<file path="config.mk">
export PLATFORM = sky130hd
export DESIGN_NAME = hippo_lsu
export DESIGN_NICKNAME = d
export VERILOG_FILES = /design/src/rtl/hippo_lsu.sv
export SDC_FILE = /design/constraint.sdc
export NUM_CORES = 1
export LEC_CHECK = 0
export CAP_MARGIN = 15
export CORE_AREA = 2 2 129 131
export DETAILED_ROUTE_END_ITERATION = 12
export DIE_AREA = 0 0 131 133
export PLACE_DENSITY = 0.81
export SYNTH_ARGS = -nofsm -noshare
export SYNTH_HDL_FRONTEND = slang
export SYNTH_SLANG_ARGS = --single-unit
</file>
<file path="constraint.sdc">
create_clock -name i_clk -period 3.1 [get_ports i_clk]
set_clock_uncertainty 0.2 [all_clocks]
set_input_delay 0.62 -clock i_clk [delete_from_list [all_inputs] [get_ports i_clk]]
set_output_delay 0.62 -clock i_clk [all_outputs]
set_load 0.02 [all_outputs]
</file>
<file path="src/rtl/hippo_lsu.sv">
// Load/store unit: one outstanding access on a req/gnt/rvalid bus, with store lane
// steering, load extension, a REQ+WAIT timeout and RVFI memory reporting.
module hippo_lsu #(
  parameter int TimeoutCycles = 16
) (
  input  logic        i_clk,
  input  logic        rst_i,
  input  logic        i_valid,
  input  logic        i_load,
  input  logic        i_store,
  input  logic [2:0]  i_funct3,
  input  logic [31:0] i_addr,
  input  logic [31:0] i_wdata,
  output logic        o_stall,
  output logic        o_done,
  output logic        o_err,
  output logic [31:0] o_rdata,
  output logic        o_mem_req,
  output logic        o_mem_we,
  output logic [31:0] o_mem_addr,
  output logic [3:0]  o_mem_wmask,
  output logic [31:0] o_mem_wdata,
  input  logic        i_mem_gnt,
  input  logic        i_mem_rvalid,
  input  logic [31:0] i_mem_rdata,
  output logic [31:0] o_rvfi_mem_addr,
  output logic [3:0]  o_rvfi_mem_rmask,
  output logic [3:0]  o_rvfi_mem_wmask,
  output logic [31:0] o_rvfi_mem_rdata,
  output logic [31:0] o_rvfi_mem_wdata
);

  localparam int CntW = $clog2(TimeoutCycles + 1);

  typedef enum logic [1:0] {
    IDLE = 2'd0,
    REQ  = 2'd1,
    WAIT = 2'd2,
    DONE = 2'd3
  } state_t;

  state_t state, state_nxt;

  logic            op_load, op_store, op_err;
  logic [2:0]      op_funct3;
  logic [31:0]     op_addr, op_wdata, bus_word;
  logic [CntW-1:0] cnt;

  logic        accept, bad_op, timeout, capture, err_set, report;
  logic [1:0]  off;
  logic [3:0]  lane_mask;
  logic [31:0] lane_wdata, word_addr;

  function automatic logic funct3_legal(input logic is_load, input logic [2:0] f3);
    if (is_load)
      return (f3 == 3'b000) || (f3 == 3'b001) || (f3 == 3'b010) ||
             (f3 == 3'b100) || (f3 == 3'b101);
    return (f3 == 3'b000) || (f3 == 3'b001) || (f3 == 3'b010);
  endfunction

  function automatic logic misaligned(input logic [2:0] f3, input logic [1:0] lo);
    return ((f3[1:0] == 2'b01) && lo[0]) || ((f3[1:0] == 2'b10) && (lo != 2'b00));
  endfunction

  function automatic logic [3:0] mask_of(input logic [2:0] f3, input logic [1:0] lane);
    case (f3[1:0])
      2'b00:   return 4'b0001 << lane;
      2'b01:   return 4'b0011 << lane;
      default: return 4'b1111;
    endcase
  endfunction

  function automatic logic [31:0] replicate(input logic [2:0] f3, input logic [31:0] d);
    case (f3[1:0])
      2'b00:   return {4{d[7:0]}};
      2'b01:   return {2{d[15:0]}};
      default: return d;
    endcase
  endfunction

  function automatic logic [31:0] load_extend(input logic [2:0] f3, input logic [31:0] word,
                                              input logic [1:0] lane);
    logic [31:0] sh;
    sh = word >> {lane, 3'b000};
    case (f3)
      3'b000:  return {{24{sh[7]}}, sh[7:0]};
      3'b001:  return {{16{sh[15]}}, sh[15:0]};
      3'b100:  return {24'd0, sh[7:0]};
      3'b101:  return {16'd0, sh[15:0]};
      default: return sh;
    endcase
  endfunction

  assign accept  = (state == IDLE) && i_valid && (i_load || i_store);
  assign bad_op  = (i_load && i_store) || !funct3_legal(i_load, i_funct3) ||
                   misaligned(i_funct3, i_addr[1:0]);
  assign timeout = (cnt == CntW'(TimeoutCycles - 1));

  assign off        = op_addr[1:0];
  assign word_addr  = {op_addr[31:2], 2'b00};
  assign lane_mask  = mask_of(op_funct3, off);
  assign lane_wdata = replicate(op_funct3, op_wdata);

  always_ff @(posedge i_clk or negedge rst_i) begin
    if (!rst_i) state <= IDLE;
    else        state <= state_nxt;
  end

  // A completing gnt/rvalid wins over a timeout landing in the same cycle.
  always_comb begin
    state_nxt   = state;
    capture     = 1'b0;
    err_set     = 1'b0;
    o_mem_req   = 1'b0;
    o_mem_we    = 1'b0;
    o_mem_addr  = '0;
    o_mem_wmask = '0;
    o_mem_wdata = '0;
    case (state)
      IDLE: begin
        if (accept) state_nxt = bad_op ? DONE : REQ;
      end
      REQ: begin
        o_mem_req   = 1'b1;
        o_mem_we    = op_store;
        o_mem_addr  = word_addr;
        o_mem_wmask = op_store ? lane_mask : 4'b0000;
        o_mem_wdata = op_store ? lane_wdata : 32'd0;
        if (i_mem_gnt && op_store) begin
          state_nxt = DONE;
        end else if (i_mem_gnt && i_mem_rvalid) begin
          state_nxt = DONE;
          capture   = 1'b1;
        end else if (timeout) begin
          state_nxt = DONE;
          err_set   = 1'b1;
        end else if (i_mem_gnt) begin
          state_nxt = WAIT;
        end
      end
      WAIT: begin
        if (i_mem_rvalid) begin
          state_nxt = DONE;
          capture   = 1'b1;
        end else if (timeout) begin
          state_nxt = DONE;
          err_set   = 1'b1;
        end
      end
      DONE: state_nxt = IDLE;
      default: state_nxt = IDLE;
    endcase
  end

  always_ff @(posedge i_clk or negedge rst_i) begin
    if (!rst_i) begin
      op_load   <= 1'b0;
      op_store  <= 1'b0;
      op_err    <= 1'b0;
      op_funct3 <= '0;
      op_addr   <= '0;
      op_wdata  <= '0;
      bus_word  <= '0;
      cnt       <= '0;
    end else if (accept) begin
      op_load   <= i_load;
      op_store  <= i_store;
      op_err    <= bad_op;
      op_funct3 <= i_funct3;
      op_addr   <= i_addr;
      op_wdata  <= i_wdata;
      bus_word  <= '0;
      cnt       <= '0;
    end else begin
      if ((state == REQ) || (state == WAIT)) cnt <= cnt + CntW'(1);
      if (capture) bus_word <= i_mem_rdata;
      if (err_set) op_err <= 1'b1;
    end
  end

  // Reset gating keeps the stall low while an instruction is presented during reset.
  assign o_stall = rst_i && (accept || (state == REQ) || (state == WAIT));
  assign o_done  = (state == DONE);
  assign o_err   = o_done && op_err;
  assign report  = o_done && !op_err;
  assign o_rdata = (report && op_load) ? load_extend(op_funct3, bus_word, off) : 32'd0;

  assign o_rvfi_mem_addr  = report ? word_addr : 32'd0;
  assign o_rvfi_mem_rmask = (report && op_load) ? lane_mask : 4'b0000;
  assign o_rvfi_mem_wmask = (report && op_store) ? lane_mask : 4'b0000;
  assign o_rvfi_mem_rdata = (report && op_load) ? bus_word : 32'd0;
  assign o_rvfi_mem_wdata = (report && op_store) ? lane_wdata : 32'd0;

endmodule
</file>
# Word-level counts from Yosys, hierarchy flattened
# Index checks and enable logic that the tools add are counted.
dict set report word_totals {
  out_inout_bits 209
  inputBits 106
  wordCells 107
  reg_bits 109
}
dict set report classes {
  n_shift 3
  addsub 1
  n_reduce_logical 34
  eq_ne 17
  mux 43
}
# operator count
set op_table {}
lappend op_table {{32-bit 2-to-1 mux} 9}
lappend op_table {{32-bit one-hot mux with 4 select lines} 1}
lappend op_table {{32-bit one-hot mux with 2 select lines} 1}
lappend op_table {{32-bit by 5-bit right shift with 32-bit output} 1}
lappend op_table {{2-bit 2-to-1 mux} 8}
lappend op_table {{4-bit 2-to-1 mux} 4}
lappend op_table {{1-bit 2-to-1 mux} 14}
lappend op_table {{3-bit equality test, second input constant} 4}
lappend op_table {{1-bit logical AND} 12}
lappend op_table {{1-bit logical OR} 11}
lappend op_table {{5-bit 2-to-1 mux} 2}
lappend op_table {{2-bit one-hot mux with 4 select lines} 1}
lappend op_table {{4-bit one-hot mux with 2 select lines} 1}
lappend op_table {{2-bit nonzero test} 4}
lappend op_table {{2-bit by 1-bit equality test with 1-bit output, second input constant} 3}
lappend op_table {{2-bit equality test, second input constant} 3}
lappend op_table {{3-bit by 1-bit equality test with 1-bit output, second input constant} 2}
lappend op_table {{3-bit zero test} 2}
lappend op_table {{5-bit by 1-bit adder with 5-bit output, second input constant} 1}
lappend op_table {{5-bit by 4-bit equality test with 1-bit output, second input constant} 1}
lappend op_table {{5-bit inequality test, second input constant} 1}
lappend op_table {{2-bit zero test} 2}
lappend op_table {{1-bit one-hot mux with 2 select lines} 2}
lappend op_table {{1-bit by 2-bit left shift with 4-bit output, first input constant} 1}
lappend op_table {{6 further kinds} 7}

# Depth between registers and ports, before layout
# Gate-level depths: netlist of the first run.
dict set report logic_depth {
  ltp_word 13
  depth_mapped 7
  depth_no_buf 6
}

# Worst setup path after synthesis of the first run
# Ideal clock, no wire load.
dict set report synth_timing {
  path_type {register to output}
  start {register state[0]}
  end {output port o_rdata[16]}
  slack_ns 0.271
  stages_incl_launch_ff 6
  t_arrival_ns 2.009
  t_required_ns 2.280
  path_buffers 1
  path_cell_list {dfrtp_1 ha_1 nand3b_1 or3b_2 clkbuf_1 o21ai_0}
}
dict set report synth_between {
  elab_chain_cells 4
}
# element line_no
set synth_rtl {}
lappend synth_rtl {{start: declaration} 42} ;# state_t state, state_nxt;
lappend synth_rtl {{start signal: assignment} 106} ;# else state <= state_nxt;
lappend synth_rtl {{2-bit equality test} 183} ;# assign o_done = (state == DONE);
lappend synth_rtl {{via o_done} 15} ;# output logic o_done,
lappend synth_rtl {{1-bit logical AND} 185} ;# assign report = o_done && !op_err;
lappend synth_rtl {{1-bit logical AND} 186} ;# assign o_rdata = (report && op_load) ? load_extend(op_funct3, bus_word, off) : 32'd0;
lappend synth_rtl {{32-bit 2-to-1 mux} 186}
lappend synth_rtl {{end: declaration} 17} ;# output logic [31:0] o_rdata,
# The timed path passes the listed nets, and every way through them passes these cells.

# Final worst setup path of the first run
dict set report layout_timing {
  start {register op_funct3[0]}
  end {output port o_rdata[27]}
}
dict set report layout_between {
  elab_chain_cells 3
  elab_cells_between_ends 6
  classes_between {eq/ne: 3; mux: 2; reduce/logical: 1}
}
# element line_no
set layout_rtl {}
lappend layout_rtl {{start: declaration} 45} ;# logic [2:0] op_funct3;
lappend layout_rtl {{start signal: assignment} 169} ;# op_funct3 <= i_funct3;
lappend layout_rtl {{3-bit equality test, or another cell as far along} 85} ;# case (f3)
lappend layout_rtl {{32-bit one-hot mux with 4 select lines *} 85}
lappend layout_rtl {{32-bit 2-to-1 mux *} 186}
# Every way passes the cells marked *; elsewhere a longest branch is shown, timed or not.

==> results of run 1 <==
## timing repair
item                       4_1_cts  5_1_grt
pin swaps                        0        1
setup endpoints to repair       80      139
setup buffers                    1        2
gates resized for setup         67      136
## critical path, cell delays in order (launching register included)
cell and delay [ns]:
dfrtp_1 0.43, mux4_2 0.52, or2_1 0.26, and3_4 0.20
a21o_1 0.15, dlygate4sd2_1 0.31
## worst max-delay path by stage
stage               slack, ns        endpoint
floorplan                0.27     o_rdata[16]
global placement         0.15     o_rdata[25]
detailed placement       0.07     o_rdata[30]
CTS                    0.0006  o_mem_addr[19]
global route            -0.02     o_rdata[27]
finish                   0.07     o_rdata[27]
## routing by layer
| metal | share of wire [%] | track usage [%] |
|---|---|---|
| met1 | 42 | 35.92 |
| met4 | 3.2 | 10.28 |
| met5 | 0 | 0 |
| met2 | 48 | 41.16 |
| met3 | 6.7 | 5.135 |
## metrics by stage
stage	setup WS (ns)	total power, mW
after floorplan	0.2706	5.032
after global placement	0.1542	6.581
after detailed placement	0.07470	6.694
after CTS	0.0006291	7.922
after global routing	-0.02429	8.455
final	0.06637	7.900
## state kept, by name, summed over array words and instances (netlist names)
| name | count |
|---|---|
| bus_word | 32 |
| op_addr | 32 |
| op_wdata | 32 |
| cnt | 5 |
| op_funct3 | 3 |
| state | 2 |
| op_err | 1 |
| op_load | 1 |
| op_store | 1 |
## cell type report
class	count	area, µm²
diodes	1	2.502
clock buffers	9	225.2
clock inverters	7	81.33
fillers	1342	5600
inverters	7	26.28
multi-input cells	676	3583
flip-flops and latches	109	2729
well taps	220	275.3
repair buffers	347	3649
## power by group
group          total (mW)  internal, mW  switching (mW)
Clock                1.20         0.641           0.561
Combinational        4.04          1.71            2.33
Sequential           2.66          2.03           0.624
Total                7.90          4.39            3.51
## cells by family (layout without fill, tap and decap cells)
group	count (synthesis)	after routing	synth area share (%)
AND/OR/NAND/NOR	507	507	34.63
AO/OA/AOI/OAI	109	109	9.850
flip-flops	109	109	41.45
buffers and inverters	78	370	5.058
multiplexers	46	46	7.226
adder cells (fa/ha/maj)	7	7	1.331
XOR/XNOR	3	3	0.3994
other	1	5	0.05699
## synth_stat cells (all sizes together)
| cell | instances |
|---|---|
| a211o | 1 |
| a211oi | 16 |
| a21o | 9 |
| a21oi | 52 |
| a2bb2oi | 1 |
| and2 | 69 |
| and3 | 49 |
| and3b | 2 |
| buf | 21 |
| clkbuf | 50 |
| conb | 1 |
| dfrtp | 109 |
| ha | 7 |
| inv | 7 |
| mux2 | 2 |
| mux2i | 43 |
| mux4 | 1 |
| nand2 | 271 |
| nand2b | 3 |
| nand3 | 1 |
| nand3b | 1 |
| nand4 | 1 |
| nor2 | 92 |
| nor2b | 11 |
| nor3 | 2 |
| nor4 | 1 |
| o211a | 2 |
| o211ai | 5 |
| o21ai | 20 |
| o21bai | 1 |
| o31a | 2 |
| or2 | 2 |
| or3 | 1 |
| or3b | 1 |
| xnor2 | 1 |
| xor2 | 2 |
==> out/qor.yml, run 1 <==
status:
  status: "completed"
timing:
  timing.fmax_ghz: 0.3296
  fin_crit_ns: 3.034
  drv_slew: 0
  relSlewSlack_pct: 41.35
  holdWs_ns: 0.1406
  hold_violations: 0
  finalSetupViolCount: 0
  rsz0062_at_grt: "true"
  worst_pin_slew_ns: 0.8797
  post-route-period-util_pct: 97.86
  finalSetupTns_ns: 0
floorplan:
  die_h_um: 133
  core_um2: 16170
  dieWidth_um: 131
  rows: 47
  die_area_um2: 17420
  start_util_pct: 40.69
  io_pins: 315
grt:
  grt_pass1_vias: 6689
  grt_use_total_pct: 26.33
  gr-total-overflow: 0
  grt_pass1_wl_um: 35870
  antenna_found_initial: 1
  grt_max_degree: 82
clock_tree:
  clockRootBuffer: "clkbuf_16"
  cts_hold_buf: 0
  numCtsBuffers: 9
  h-tree-depth: 3
  cts.clk_slew.worst_paths_ns: 0.08
  numClockSinks: 109
  worstSkewPairLatency_ns: 0.35
  clockBufferDepth: 2
  cts_tree: "yes"
finish:
  drive_above_1_share_pct: 6.320
  final_common_cell: "nand2_1"
  layout_common_cells: "nand2_1, clkdlybuf4s50_1, dlymetal6s2s_1"
  final_util_pct: 65.37
  final_cell_area_um2: 10570
  syn_to_final_growth_pct: 60.66
  stdcell_count: 1376
  fin_nets: 1263
worst_setup_path:
  worstPathRequired_ns: 2.28
  cp.arrival_ns: 2.21
  rr_startpoint: "state[1]"
  reg2reg_depth: 7
  crit_path_end_kind: "output port"
  r2r_end: "op_err"
  path_class: "reg2out"
  critical_path.max_fanout: 8
  start_kind: "register"
  cp-startpoint: "op_funct3[0]"
  rrSetupSlack_ns: 0.33
synthesis:
  synthTopCellsByArea: "dfrtp_1, nand2_1, mux2i_1"
  synth_top_cell_by_area: "dfrtp_1"
  yosysSeqAreaShare_pct: 41.45
  synth_warnings: 0
  ys_types: 43
  synthCells: 860
  synth_top_area_share_pct: 41.45
  synth-seq-cells: 109
  syn_area_um2: 6580
  avgSynthCellArea_um2: 7.651
power_and_ir_drop:
  ir_worst_vdd_v: 0.0003324
  p_leak_nw: 7.177
  p_per_area_nw_per_um2: 747.3
routing:
  routed_wirelength_um: 23560
  drt-wirelength-per-cell_um: 17.12
  vias: 6936
  antenna_left: 0
  detail_route.vias_per_cell: 5.041
  drtPass1Iterations: 5
  drt_iter0_markers: 573
  drc_errors: 0
placed_design:
  dp_hpwl_um: 16900
  place_area_um2: 9956
  place.gp.congestion: 0.9085
  numPortBuffers: 310
  dpl.cell_count: 1356
run:
  maxCapViolations: 0
hold_path:
  hold_path.class: "in2async"
No activity file was read; power rests on OpenSTA's default activity.
==> run 2: changes to the inputs <==
--- a/config.mk
+++ b/config.mk
@@ -11,2 +11,3 @@
 export DIE_AREA = 0 0 131 133
+export MAX_ROUTING_LAYER = met4
 export PLACE_DENSITY = 0.81
--- a/constraint.sdc
+++ b/constraint.sdc
@@ -4,2 +4,2 @@
 set_output_delay 0.62 -clock i_clk [all_outputs]
-set_load 0.02 [all_outputs]
+set_load 0.05 [all_outputs]
==> run 2 against run 1 <==
Net effect: the flow now finishes with violations (negative setup slack); utilization increased by 9.5 points; worst hold slack improved by 0.14 ns; count of clock-buffer cells in the layout unchanged; routed wire length increased by 10%; cell area increased by 14%; register-to-register slack improved by 0.23 ns; global-route usage increased by 4.8 points; sequential power about the same; non-clock buffer count decreased by 11; critical path type unchanged; critical endpoint is now o_rdata[13]; largest cell class unchanged; highest routed layer unchanged.
==> out/qor.yml, run 2 (synthesis gave the netlist of run 1 again) <==
run:
  maxCapViolations: 0  # unchanged
clock_tree:
  h-tree-depth: 3  # unchanged
  worstSkewPairLatency_ns: 0.36  # was 0.35 ns
  numClockSinks: 109  # unchanged
  numCtsBuffers: 9  # unchanged
  cts.clk_slew.worst_paths_ns: 0.08  # about the same
  clockBufferDepth: 2  # unchanged
  clockRootBuffer: "clkbuf_16"  # unchanged
  cts_tree: "yes"  # unchanged
finish:
  antenna_cells: 0  # was 1
  fillCellCount: 1108  # was 1342
  fin_nets: 1252  # was 1263
  stdcell_count: 1364  # was 1376
  drive_above_1_share_pct: 24.13  # was 6.320%
  final_util_pct: 74.84  # was 65.37%
  final_common_cell: "nand2_1"  # unchanged
  top_regs: "bus_word (32), op_addr (32), op_wdata (32)"  # unchanged
  syn_to_final_growth_pct: 83.93  # was 60.66%
  layout_common_cells: "nand2_1, buf_12, dfrtp_1"  # was nand2_1, clkdlybuf4s50_1, dlymetal6s2s_1
timing:
  post-route-period-util_pct: 100.4  # was 97.86%
  drv_slew: 0  # unchanged
  rsz0062_at_grt: "true"  # unchanged
  hold_violations: 0  # unchanged
  fin_crit_ns: 3.111  # was 3.034 ns
  holdWs_ns: 0.2809  # was 0.1406 ns
  finalSetupViolCount: 1  # was 0
  relSlewSlack_pct: 56.55  # was 41.35%
  timing.fmax_ghz: 0.3214  # was 0.3296 GHz
  worst_pin_slew_ns: 0.6497  # was 0.8797 ns
  setup_slack_ns: -0.01124  # was 0.06637 ns
status:
  status: "finished, violations left"  # was completed
  failed_checks: "negative setup slack"
worst_setup_path:
  crit_path_end_kind: "output port"  # unchanged
  start_kind: "register"  # unchanged
  critical_path.max_fanout: 11  # was 8
  worstPathRequired_ns: 2.28  # about the same
  path_class: "reg2out"  # unchanged
  cp.arrival_ns: 2.29  # was 2.21 ns
routing:
  antenna_left: 0  # unchanged
  drt-wirelength-per-cell_um: 19.08  # was 17.12 µm
  drc_errors: 0  # unchanged
  routed_wirelength_um: 26020  # was 23560 µm
  vias: 7228  # was 6936
  drtPass1Iterations: 5  # unchanged
  drt_iter0_markers: 593  # was 573
  detail_route.vias_per_cell: 5.299  # was 5.041
floorplan:
  die_h_um: 133  # unchanged
  die_area_um2: 17420  # unchanged
  dieWidth_um: 131  # unchanged
  core_um2: 16170  # unchanged
  rows: 47  # unchanged
  io_pins: 315  # unchanged
  start_util_pct: 40.69  # unchanged
placed_design:
  place.gp.congestion: 0.8629  # was 0.9085
  dp_hpwl_um: 19050  # was 16900 µm
  numPortBuffers: 310  # unchanged
  dpl.cell_count: 1345  # was 1356
grt:
  gr-total-overflow: 0  # unchanged
  grt_pass1_wl_um: 40480  # was 35870 µm
  grt_pass1_vias: 7299  # was 6689
  antenna_found_initial: 0  # was 1
  grt_use_total_pct: 31.15  # was 26.33%
  grt_max_degree: 111  # was 82
power_and_ir_drop:
  ir_worst_vdd_v: 0.0006035  # was 0.0003324 V
  p_per_area_nw_per_um2: 770.1  # was 747.3 nW/µm²
  p_leak_nw: 5.632  # was 7.177 nW
hold_path:
  hold_path.class: "reg2reg"  # was in2async
-- run 2: cell count changes in the layout (fill, tap and decap cells not counted), moves of 8 or more --
cell             change
a21o_1               -8
buf_12             +185
buf_4               +10
clkdlybuf4s50_1     -30
dlygate4sd2_1       -46
dlymetal6s2s_1     -118
o21ai_0              -8
-- run 2: final timing paths --
kind	start	to	slack (ns)	cells past startpoint
worst max-delay path	op_addr[1]	o_rdata[13]	-0.01	6
worst min-delay path	op_wdata[29]	op_wdata[29]	0.28	2
worst max register to register	state[1]	bus_word[7]	0.56	9
worst min register to register	op_wdata[29]	op_wdata[29]	0.28	2
max in group asynchronous	rst_i	bus_word[19]	1.17	3
min in group asynchronous	rst_i	op_addr[7]	0.53	2
-- run 2: final cells by class --
type | count | area (µm²) | area share [%]
Clock inverter | 7 | 88.84 | 0.7340
Clock buffer | 9 | 225.2 | 1.861
Sequential cell | 109 | 2728 | 22.54
Timing Repair Buffer | 336 | 5130 | 42.39
Tap cell | 220 | 275.3 | 2.274
Multi-Input combinational cell | 676 | 3630 | 29.99
Inverter | 7 | 26.28 | 0.2171
-- run 2: per-layer routing --
metal	vias up	wire (µm)	GRT usage, %
li1	3335	-	-
met1	3473	9983	37.94
met2	333	12980	48.70
met3	87	1737	6.632
met4	0	1323	15.43
met5	-	0	-
-- run 2: timing repair --
item                                    4_1_cts  5_1_grt
resized for setup                             1        3
endpoints found under the setup margin        8       24
cloned                                        0        0
hold buffers                                  1        0
setup buffers                                 0        2
pin swaps                                     0        1
endpoints found under the hold margin        27        0
-- run 2: where the power goes --
part           internal [mW]  switching [mW]
Sequential              2.03           0.655
Clock                  0.650           0.602
Combinational           2.19            3.20
-- run 2: worst max-delay path: stages, from the launching register on --
cell and delay, ns:
dfrtp_1 0.42, buf_4 0.20, mux2_2 0.23, mux2i_1 0.08
or3_1 0.47, a21oi_1 0.35, buf_12 0.18
-- run 2: stage by stage --
stage / instance area, µm² / total power, mW / setup TNS (ns) / setup slack, ns
after detailed placement: 11740 / 8.028 / 0 / 0.3608
after floorplan: 6659 / 5.750 / -0.7702 / -0.06296
after global routing: 12100 / 9.862 / -0.4148 / -0.06386
after global placement: 11740 / 7.853 / 0 / 0.4216
final: 12100 / 9.321 / -0.01124 / -0.01124
after CTS: 12060 / 9.305 / 0 / 0.007354
